$ cat config.mk
export PLATFORM = sky130hd
export DESIGN_NAME = mem_access_unit
export DESIGN_NICKNAME = d
export VERILOG_FILES = /design/src/rtl/mau_pkg.sv /design/src/rtl/mau_lane_mux.sv /design/src/rtl/mem_access_unit.sv
export SDC_FILE = /design/constraint.sdc
export NUM_CORES = 1
export LEC_CHECK = 0
export CORE_MARGIN = 1.5
export CORE_UTILIZATION = 36
export DETAILED_ROUTE_END_ITERATION = 7
export PLACE_DENSITY = 0.66
export SLEW_MARGIN = 20
export SYNTH_ARGS = -nofsm -noshare
export SYNTH_HDL_FRONTEND = slang
export SYNTH_HIERARCHICAL = 1
export SYNTH_SLANG_ARGS = --single-unit
$ cat constraint.sdc
create_clock -name clk -period 4.9 [get_ports clk]
set_input_delay 0.98 -clock clk [delete_from_list [all_inputs] [get_ports clk]]
set_output_delay 0.98 -clock clk [all_outputs]
set_load 0.02 [all_outputs]
$ cat src/rtl/mau_pkg.sv
// Shared encodings for the memory access unit: access sizes, fault codes, FSM states.
package mau_pkg;

    typedef enum logic [1:0] {
        SZ_BYTE = 2'b00,
        SZ_HALF = 2'b01,
        SZ_WORD = 2'b10,
        SZ_RSVD = 2'b11
    } size_e;

    typedef enum logic [1:0] {
        F_OK       = 2'b00,
        F_MISALIGN = 2'b01,
        F_SIZE     = 2'b10,
        F_TIMEOUT  = 2'b11
    } fault_e;

    typedef enum logic [1:0] {
        IDLE = 2'b00,
        RD   = 2'b01,
        WR   = 2'b10,
        DONE = 2'b11
    } state_e;

    // Halfwords need an even offset, words need offset 0; bytes are always aligned.
    function automatic logic is_misaligned(input logic [1:0] size, input logic [1:0] off);
        return ((size == SZ_HALF) && off[0]) || ((size == SZ_WORD) && (off != 2'b00));
    endfunction

endpackage

$ cat src/rtl/mau_lane_mux.sv
// Big-endian lane selection: extracts/extends load data and merges sub-word store data.
module mau_lane_mux
    import mau_pkg::*;
(
    input  logic [31:0] word,
    input  logic [1:0]  off,
    input  logic [1:0]  size,
    input  logic        sign_ext,
    input  logic [15:0] wdata,
    output logic [31:0] load_val,
    output logic [31:0] store_word
);

    logic [7:0]  byte_lane;
    logic [15:0] half_lane;

    // Pick the addressed lanes; offset 0 is the most significant byte.
    always_comb begin
        byte_lane = word[31:24];
        case (off)
            2'd0: byte_lane = word[31:24];
            2'd1: byte_lane = word[23:16];
            2'd2: byte_lane = word[15:8];
            2'd3: byte_lane = word[7:0];
            default: byte_lane = word[31:24];
        endcase
        half_lane = off[1] ? word[15:0] : word[31:16];
    end

    // Right-justify the lane and fill the upper bits with zero or its MSB.
    always_comb begin
        load_val = word;
        case (size)
            SZ_BYTE: load_val = {{24{sign_ext & byte_lane[7]}}, byte_lane};
            SZ_HALF: load_val = {{16{sign_ext & half_lane[15]}}, half_lane};
            default: load_val = word;
        endcase
    end

    // Replace only the addressed lane, keeping the rest of the read word.
    always_comb begin
        store_word = word;
        case (size)
            SZ_BYTE: begin
                case (off)
                    2'd0: store_word[31:24] = wdata[7:0];
                    2'd1: store_word[23:16] = wdata[7:0];
                    2'd2: store_word[15:8]  = wdata[7:0];
                    2'd3: store_word[7:0]   = wdata[7:0];
                    default: store_word = word;
                endcase
            end
            SZ_HALF: begin
                if (off[1]) store_word[15:0] = wdata;
                else        store_word[31:16] = wdata;
            end
            default: store_word = word;
        endcase
    end

endmodule

$ cat src/rtl/mem_access_unit.sv
// Load/store sequencer turning byte/half/word requests into word-aligned memory cycles.
//
// state | meaning
// IDLE  | waiting for req; request fields latched on accept
// RD    | reading the memory word (load, or first half of read-modify-write)
// WR    | single write cycle; memory captures dm_din at the closing edge
// DONE  | one-cycle completion pulse with fault code
module mem_access_unit
    import mau_pkg::*;
#(
    parameter int unsigned RD_TIMEOUT = 15,
    parameter int unsigned AW         = 32
) (
    input  logic          clk,
    input  logic          reset,
    input  logic          req,
    input  logic          we,
    input  logic [1:0]    size,
    input  logic          sign_ext,
    input  logic [AW-1:0] addr,
    input  logic [31:0]   wdata,
    output logic [31:0]   rdata,
    output logic          done,
    output logic          busy,
    output logic [1:0]    fault,
    output logic          dm_cs,
    output logic          dm_rd,
    output logic          dm_wr,
    output logic [AW-1:0] dm_addr,
    output logic [31:0]   dm_din,
    input  logic [31:0]   dm_dout,
    input  logic          mrdy
);

    localparam logic [7:0] CNT_LAST = 8'(RD_TIMEOUT - 1);

    state_e      state_q, state_d;
    fault_e      fault_q;
    logic        we_q, sext_q;
    logic [1:0]  size_q, off_q;
    // Word stores go straight from the port to dm_din, so only the sub-word part is kept.
    logic [15:0] wdata_q;
    logic [7:0]  cnt_q;
    logic        rd_expired;
    logic [31:0] load_val, store_word;

    assign rd_expired = (cnt_q == CNT_LAST);

    mau_lane_mux u_lane_mux (
        .word       (dm_dout),
        .off        (off_q),
        .size       (size_q),
        .sign_ext   (sext_q),
        .wdata      (wdata_q),
        .load_val   (load_val),
        .store_word (store_word)
    );

    // State register.
    always_ff @(posedge clk or posedge reset) begin
        if (reset) state_q <= IDLE;
        else       state_q <= state_d;
    end

    // Next-state decode and Moore strobes.
    always_comb begin
        state_d = state_q;
        dm_cs   = 1'b0;
        dm_rd   = 1'b0;
        dm_wr   = 1'b0;
        done    = 1'b0;
        busy    = (state_q != IDLE);
        case (state_q)
            IDLE: begin
                if (req) begin
                    if (size == SZ_RSVD || is_misaligned(size, addr[1:0])) state_d = DONE;
                    else if (we && size == SZ_WORD)                          state_d = WR;
                    else                                                     state_d = RD;
                end
            end
            RD: begin
                dm_cs = 1'b1;
                dm_rd = 1'b1;
                if (mrdy)            state_d = we_q ? WR : DONE;
                else if (rd_expired) state_d = DONE;
            end
            WR: begin
                dm_cs   = 1'b1;
                dm_wr   = 1'b1;
                state_d = DONE;
            end
            DONE: begin
                done    = 1'b1;
                state_d = IDLE;
            end
            default: state_d = IDLE;
        endcase
    end

    assign fault = (state_q == DONE) ? fault_q : F_OK;

    // Request latch, read-wait counter, load result and write word.
    always_ff @(posedge clk or posedge reset) begin
        if (reset) begin
            fault_q <= F_OK;
            we_q    <= 1'b0;
            sext_q  <= 1'b0;
            size_q  <= 2'b00;
            off_q   <= 2'b00;
            wdata_q <= 16'h0;
            cnt_q   <= 8'h0;
            rdata   <= 32'h0;
            dm_addr <= '0;
            dm_din  <= 32'h0;
        end else begin
            case (state_q)
                IDLE: begin
                    if (req) begin
                        we_q    <= we;
                        sext_q  <= sign_ext;
                        size_q  <= size;
                        off_q   <= addr[1:0];
                        wdata_q <= wdata[15:0];
                        cnt_q   <= 8'h0;
                        dm_addr <= {addr[AW-1:2], 2'b00};
                        if (size == SZ_RSVD)                    fault_q <= F_SIZE;
                        else if (is_misaligned(size, addr[1:0])) fault_q <= F_MISALIGN;
                        else                                    fault_q <= F_OK;
                        if (we && size == SZ_WORD && !is_misaligned(size, addr[1:0]))
                            dm_din <= wdata;
                    end
                end
                RD: begin
                    cnt_q <= cnt_q + 8'd1;
                    if (mrdy) begin
                        if (we_q) dm_din <= store_word;
                        else      rdata  <= load_val;
                    end else if (rd_expired) begin
                        fault_q <= F_TIMEOUT;
                    end
                end
                default: ;
            endcase
        end
    end

endmodule

## Word-level counts from Yosys, hierarchy flattened

Cells that the tools add are included.

- Output and inout bits: 103
- Flip-flop bits (word level): 128

- Mux-type cells: 34
- $add $sub $neg: 1
- Bitwise gates (word level): 3
- Equal/unequal tests: 18
- Reductions and logical operators: 20

Operators with widths:

| kind | number |
|---|---|
| case mux 32 bit (2 select lines) | 3 |
| 2-to-1 mux 32 bit | 4 |
| 2-to-1 mux 16 bit | 3 |
| 2-to-1 mux 8 bit | 5 |
| case mux 8 bit (4 select lines) | 1 |
| 2-to-1 mux 2 bit | 9 |
| case mux 8 bit (2 select lines) | 1 |
| == test 2 bit (second input constant) | 6 |
| inequality test 2 bit (second input constant) | 6 |
| adder 8 x 1 -> 8 bit (second input constant) | 1 |
| == test 2 x 1 -> 1 bit (second input constant) | 4 |
| == test 8 x 4 -> 1 bit (second input constant) | 1 |
| case mux 2 bit (4 select lines) | 1 |
| logical NOT 2 bit | 3 |
| 2-to-1 mux 1 bit | 6 |
| AND reduction 2 bit | 3 |
| nonzero test 2 bit | 3 |
| AND reduction 5 bit | 1 |
| logical AND 1 bit | 4 |
| case mux 2 bit (2 select lines) | 1 |
| AND reduction 4 bit | 1 |
| inequality test 3 bit (second input constant) | 1 |
| AND reduction 3 bit | 1 |
| AND 1 bit | 2 |
| other kinds (4) | 5 |

## Logic depth before layout (Yosys ltp)

- Depth in word-level cells: 8
- Mapped depth: 8
- Depth with buffers taken out: 6

## Modules after synthesis

Netlist, hierarchy kept.

Modules (own cells, without submodules):

| module | times used | area each (um^2) | seq. area each (um^2) | cells each |
|---|---|---|---|---|
| mem_access_unit | 1 | 5514.0 | 3203.1 | 405 |
| mau_lane_mux | 1 | 1689.1 | 0.0 | 250 |

## Least setup slack after synthesis

OpenSTA, ideal clock, no wires.

- Path kind: in2reg
- Start point: input port dm_dout[31]
- End point: register rdata[19]
- Setup time: 125 ps
- Stages: 5
- Arrival time: 2049 ps
- Path slack: 2726 ps
- Cell sequence: o31ai_2 > o41a_1 > buf_6 > nand2_1 > mux2_2

- Cells in the longest elaborated chain, start to end: 3
- Elaborated cells on any way between the ends: 5

RTL lines:

| element | line | source |
|---|---|---|
| start, declared | mem_access_unit.sv:31 | `input logic [31:0] dm_dout,` |
| case mux 8 bit (4 select lines) or 2-to-1 mux 16 bit (tied branches) | mau_lane_mux.sv:20, mau_lane_mux.sv:27 |  |
| AND 1 bit (on tied branches) | mau_lane_mux.sv:34, mau_lane_mux.sv:35 |  |
| case mux 32 bit (2 select lines) (*) | mau_lane_mux.sv:33 | `case (size)` |
| via load_val[19] | mem_access_unit.sv:45 | `logic [31:0] load_val, store_word;` |
| end signal, assigned | mem_access_unit.sv:137 | `else rdata <= load_val;` |
| end, declared | mem_access_unit.sv:22 | `output logic [31:0] rdata,` |

The timed path passes the listed nets; every way through them passes the cells marked *.
A chain may end at the register's enable or synchronous reset.

## Worst setup path after layout

- Start point: register state_q[1]
- End point: output port dm_rd

- Cells in the longest elaborated chain, start to end: 2

RTL lines:

| element | line | source |
|---|---|---|
| start, declared | mem_access_unit.sv:37 | `state_e state_q, state_d;` |
| start signal, assigned | mem_access_unit.sv:62 | `else state_q <= state_d;` |
| == test 2 x 1 -> 1 bit | mem_access_unit.sv:73 | `case (state_q)` |
| 2-to-1 mux 1 bit | mem_access_unit.sv:73 |  |
| end, declared | mem_access_unit.sv:27 | `output logic dm_rd,` |

No other way between the ends.

==> out/results.ini <==
[run_status]
outcome=complete, no violations

[grt]
antenna_found_initial=1
grt_pass1_vias=5759
grt_max_degree=68
grt_pass1_wl_um=32600
overflow=0
grt.total_usage_pct=20.8

[power]
power.density_mw_per_mm2=704
p_sw_mw=2.87
p_sw_share_pct=40.7
clkPwrFrac_pct=17.7
internal_power_mw=4.17
power.total_mw=7.04
p_comb_share_pct=53.5
p_leak_nw=4.17
ir_drop_uv=373
seq_power_share_pct=28.8

[detailed_routing]
final_antenna_net_count=0
wl_met3_um=2040
top_layer_used=met5
wire_per_inst_um=19.3
viasPerCell=5.32
first_iter_violations=410
via_count=5948
wirelength_met1_um=9260
wl_met2_um=9860
drcViolationCount=0
totalWireLength_um=21600
dr.pass1.iters=7

[clock_tree]
cts_setup_buffers=0
ctsResizeCount=0
hold_buffers=0
clk_latency_ns=0.41
clock-sinks=128
cts_tree=done
clk_pin_slew_worst_paths_ns=0.06
cts.path.max_buffers=2
cts_buffers=17
cts-root-buf=clkbuf_16
htreeDepth=4

[floorplanning]
fp.dieH_um=144
rows=51
io_pins=207
fp.dieArea_mm2=0.0209
fp.dieW_um=144
start_util_pct=36.9
core_area_mm2=0.0195

[sta]
setup_violations=0
hold_viol_final=0
period_needed_ns=3.28
worst_pin_slew_ns=1.11
max_freq_mhz=305
drv_slew=0
rsz0062_at_grt=false
final.period_utilization_pct=66.9
skew_ns=0.00830
relSlewSlack_pct=25.6
fin_tns_setup_ns=0

[worst_hold_path]
hold_path.class=flip-flop to flip-flop

[cells_and_area]
layout_commonest_cell=clkdlybuf4s50_1
multiInputGateArea_mm2=0.00366
final_nets=951
regArea_mm2=0.00321
areaGrowthSynthToFinish_pct=38.8
fillCellCount=1797
final_cell_mix=204 x clkdlybuf4s50_1, 126 x dfrtp_1, 101 x mux2_2
drive_gt1_share_pct=22.3
stdcell_count=1118
antennaDiodeCount=0

[worst_setup_path]
cp_data_required_time_ns=3.92
critPathCaptureType=primary output
critPathKind=flip-flop to primary output
cp_max_fo=24
arrival_ns=2.30
cp-start-kind=flip-flop

[yosys]
synth_compound_area_share_pct=16.9
synth.distinct_cells=58
synth_top_family_by_area=multiplexers
async_flop_share_pct=100
synthCells=655
synthSimpleGateAreaFrac_pct=8.84
yosys_warnings=6
synthesis.area_mm2=0.00720
avgSynthCellArea_um2=11.0
synth_mux_area_share_pct=23.0
synth_edf_count=0
synth-seq-area-share_pct=44.5
synth_flop_cell=dfrtp_1
synthAdderAreaFrac_pct=1.22
synth_xor_area_share_pct=0.730
ys_ff_latch=128

[place]
dp_hpwl_um=15600
gp_congestion=0.830
placed_cells_incl_taps=1086
port_buffers=204

[flow_run]
max_cap_viol_count=0

-- routing by layer --
metal	GRT usage, %	up-vias
li1	-	2763
met1	27.8	2890
met2	31.4	266
met3	6.82	27
met4	7.18	2
met5	0	-
-- sequential cells by signal, indices dropped and copies added, names as in the netlist --
| name | cells |
|---|---|
| dm_din | 32 |
| rdata | 32 |
| dm_addr | 30 |
| wdata_q | 16 |
| cnt_q | 8 |
| fault_q | 2 |
| off_q | 2 |
| size_q | 2 |
| state_q | 2 |
| sext_q | 1 |
| we_q | 1 |
-- through the flow --
step	setup slack [ns]	cell area, um^2	hold slack (ns)	utilization (%)
6_report	1.62	10000	0.501	51.2
5_1_grt	1.54	10000	0.518	51.2
4_1_cts	1.58	10000	0.505	51.2
3_5_place_dp	1.71	9420	0.493	48.2
3_3_place_gp	1.77	9420	0.487	48.2
2_1_floorplan	0.507	7210	0.494	-
-- final timing paths --
path / startpoint / endpoint / slack, ns / cells past startpoint
min in group asynchronous: reset / dm_addr[23] / 1.09 / 2
max: state_q[1] / dm_rd / 1.62 / 3
max reg2reg: off_q[1] / dm_din[14] / 2.06 / 7
min: dm_addr[9] / dm_addr[9] / 0.50 / 1
max in group asynchronous: reset / rdata[21] / 2.95 / 3
min reg2reg: dm_addr[9] / dm_addr[9] / 0.50 / 1
-- worst max-delay path: stages, from the launching register on --
cell and delay, ns:
dfrtp_1 0.40, inv_1 0.12, ha_2 0.63, clkdlybuf4s50_1 0.74
-- power groups by stage --
stage	registers [mW]	logic, mW	clock network, mW
finish	2.03	3.77	1.25
global route	2.10	4.05	1.32
floorplan	2.31	2.08	0
global placement	2.03	3.73	0
detailed placement	2.04	3.78	0
CTS	2.03	3.79	1.27
-- cells in the mapped netlist, drive strengths merged (7+ instances only) --
library cell / count / area share, %
ha: 7 / 1.2
dfrtp: 128 / 44
nor2: 28 / 1.5
mux2: 101 / 16
o21ai: 86 / 7.0
a221o: 8 / 1.1
inv: 23 / 1.2
a221oi: 8 / 0.97
o311ai: 8 / 0.97
mux2i: 36 / 5.0
a22o: 16 / 1.9
nand2: 61 / 3.2
a21boi: 9 / 0.94
a22oi: 9 / 1.0
clkbuf: 24 / 1.3
mux4: 7 / 2.2
nand2b: 8 / 0.69
buf: 25 / 2.3
o22ai: 8 / 0.69
o22a: 8 / 0.97
-- cell families after synthesis --
kind of cell    count (synthesis)
compound gates                171
simple gates                  126
flops                         128
mux                           144
other cells                     1
fa+ha+maj                       7
buf+inv                        72
xor+xnor                        6
-- final cells by class --
type	instances	share of cell area, %
Clock buffer	18	4.39
Clock inverter	14	1.41
Inverter	23	0.888
Multi-Input combinational cell	456	36.6
Sequential cell	128	32.1
Tap cell	265	3.32
Timing Repair Buffer	214	21.3
Note: power is estimated with default switching activity, not from simulation.
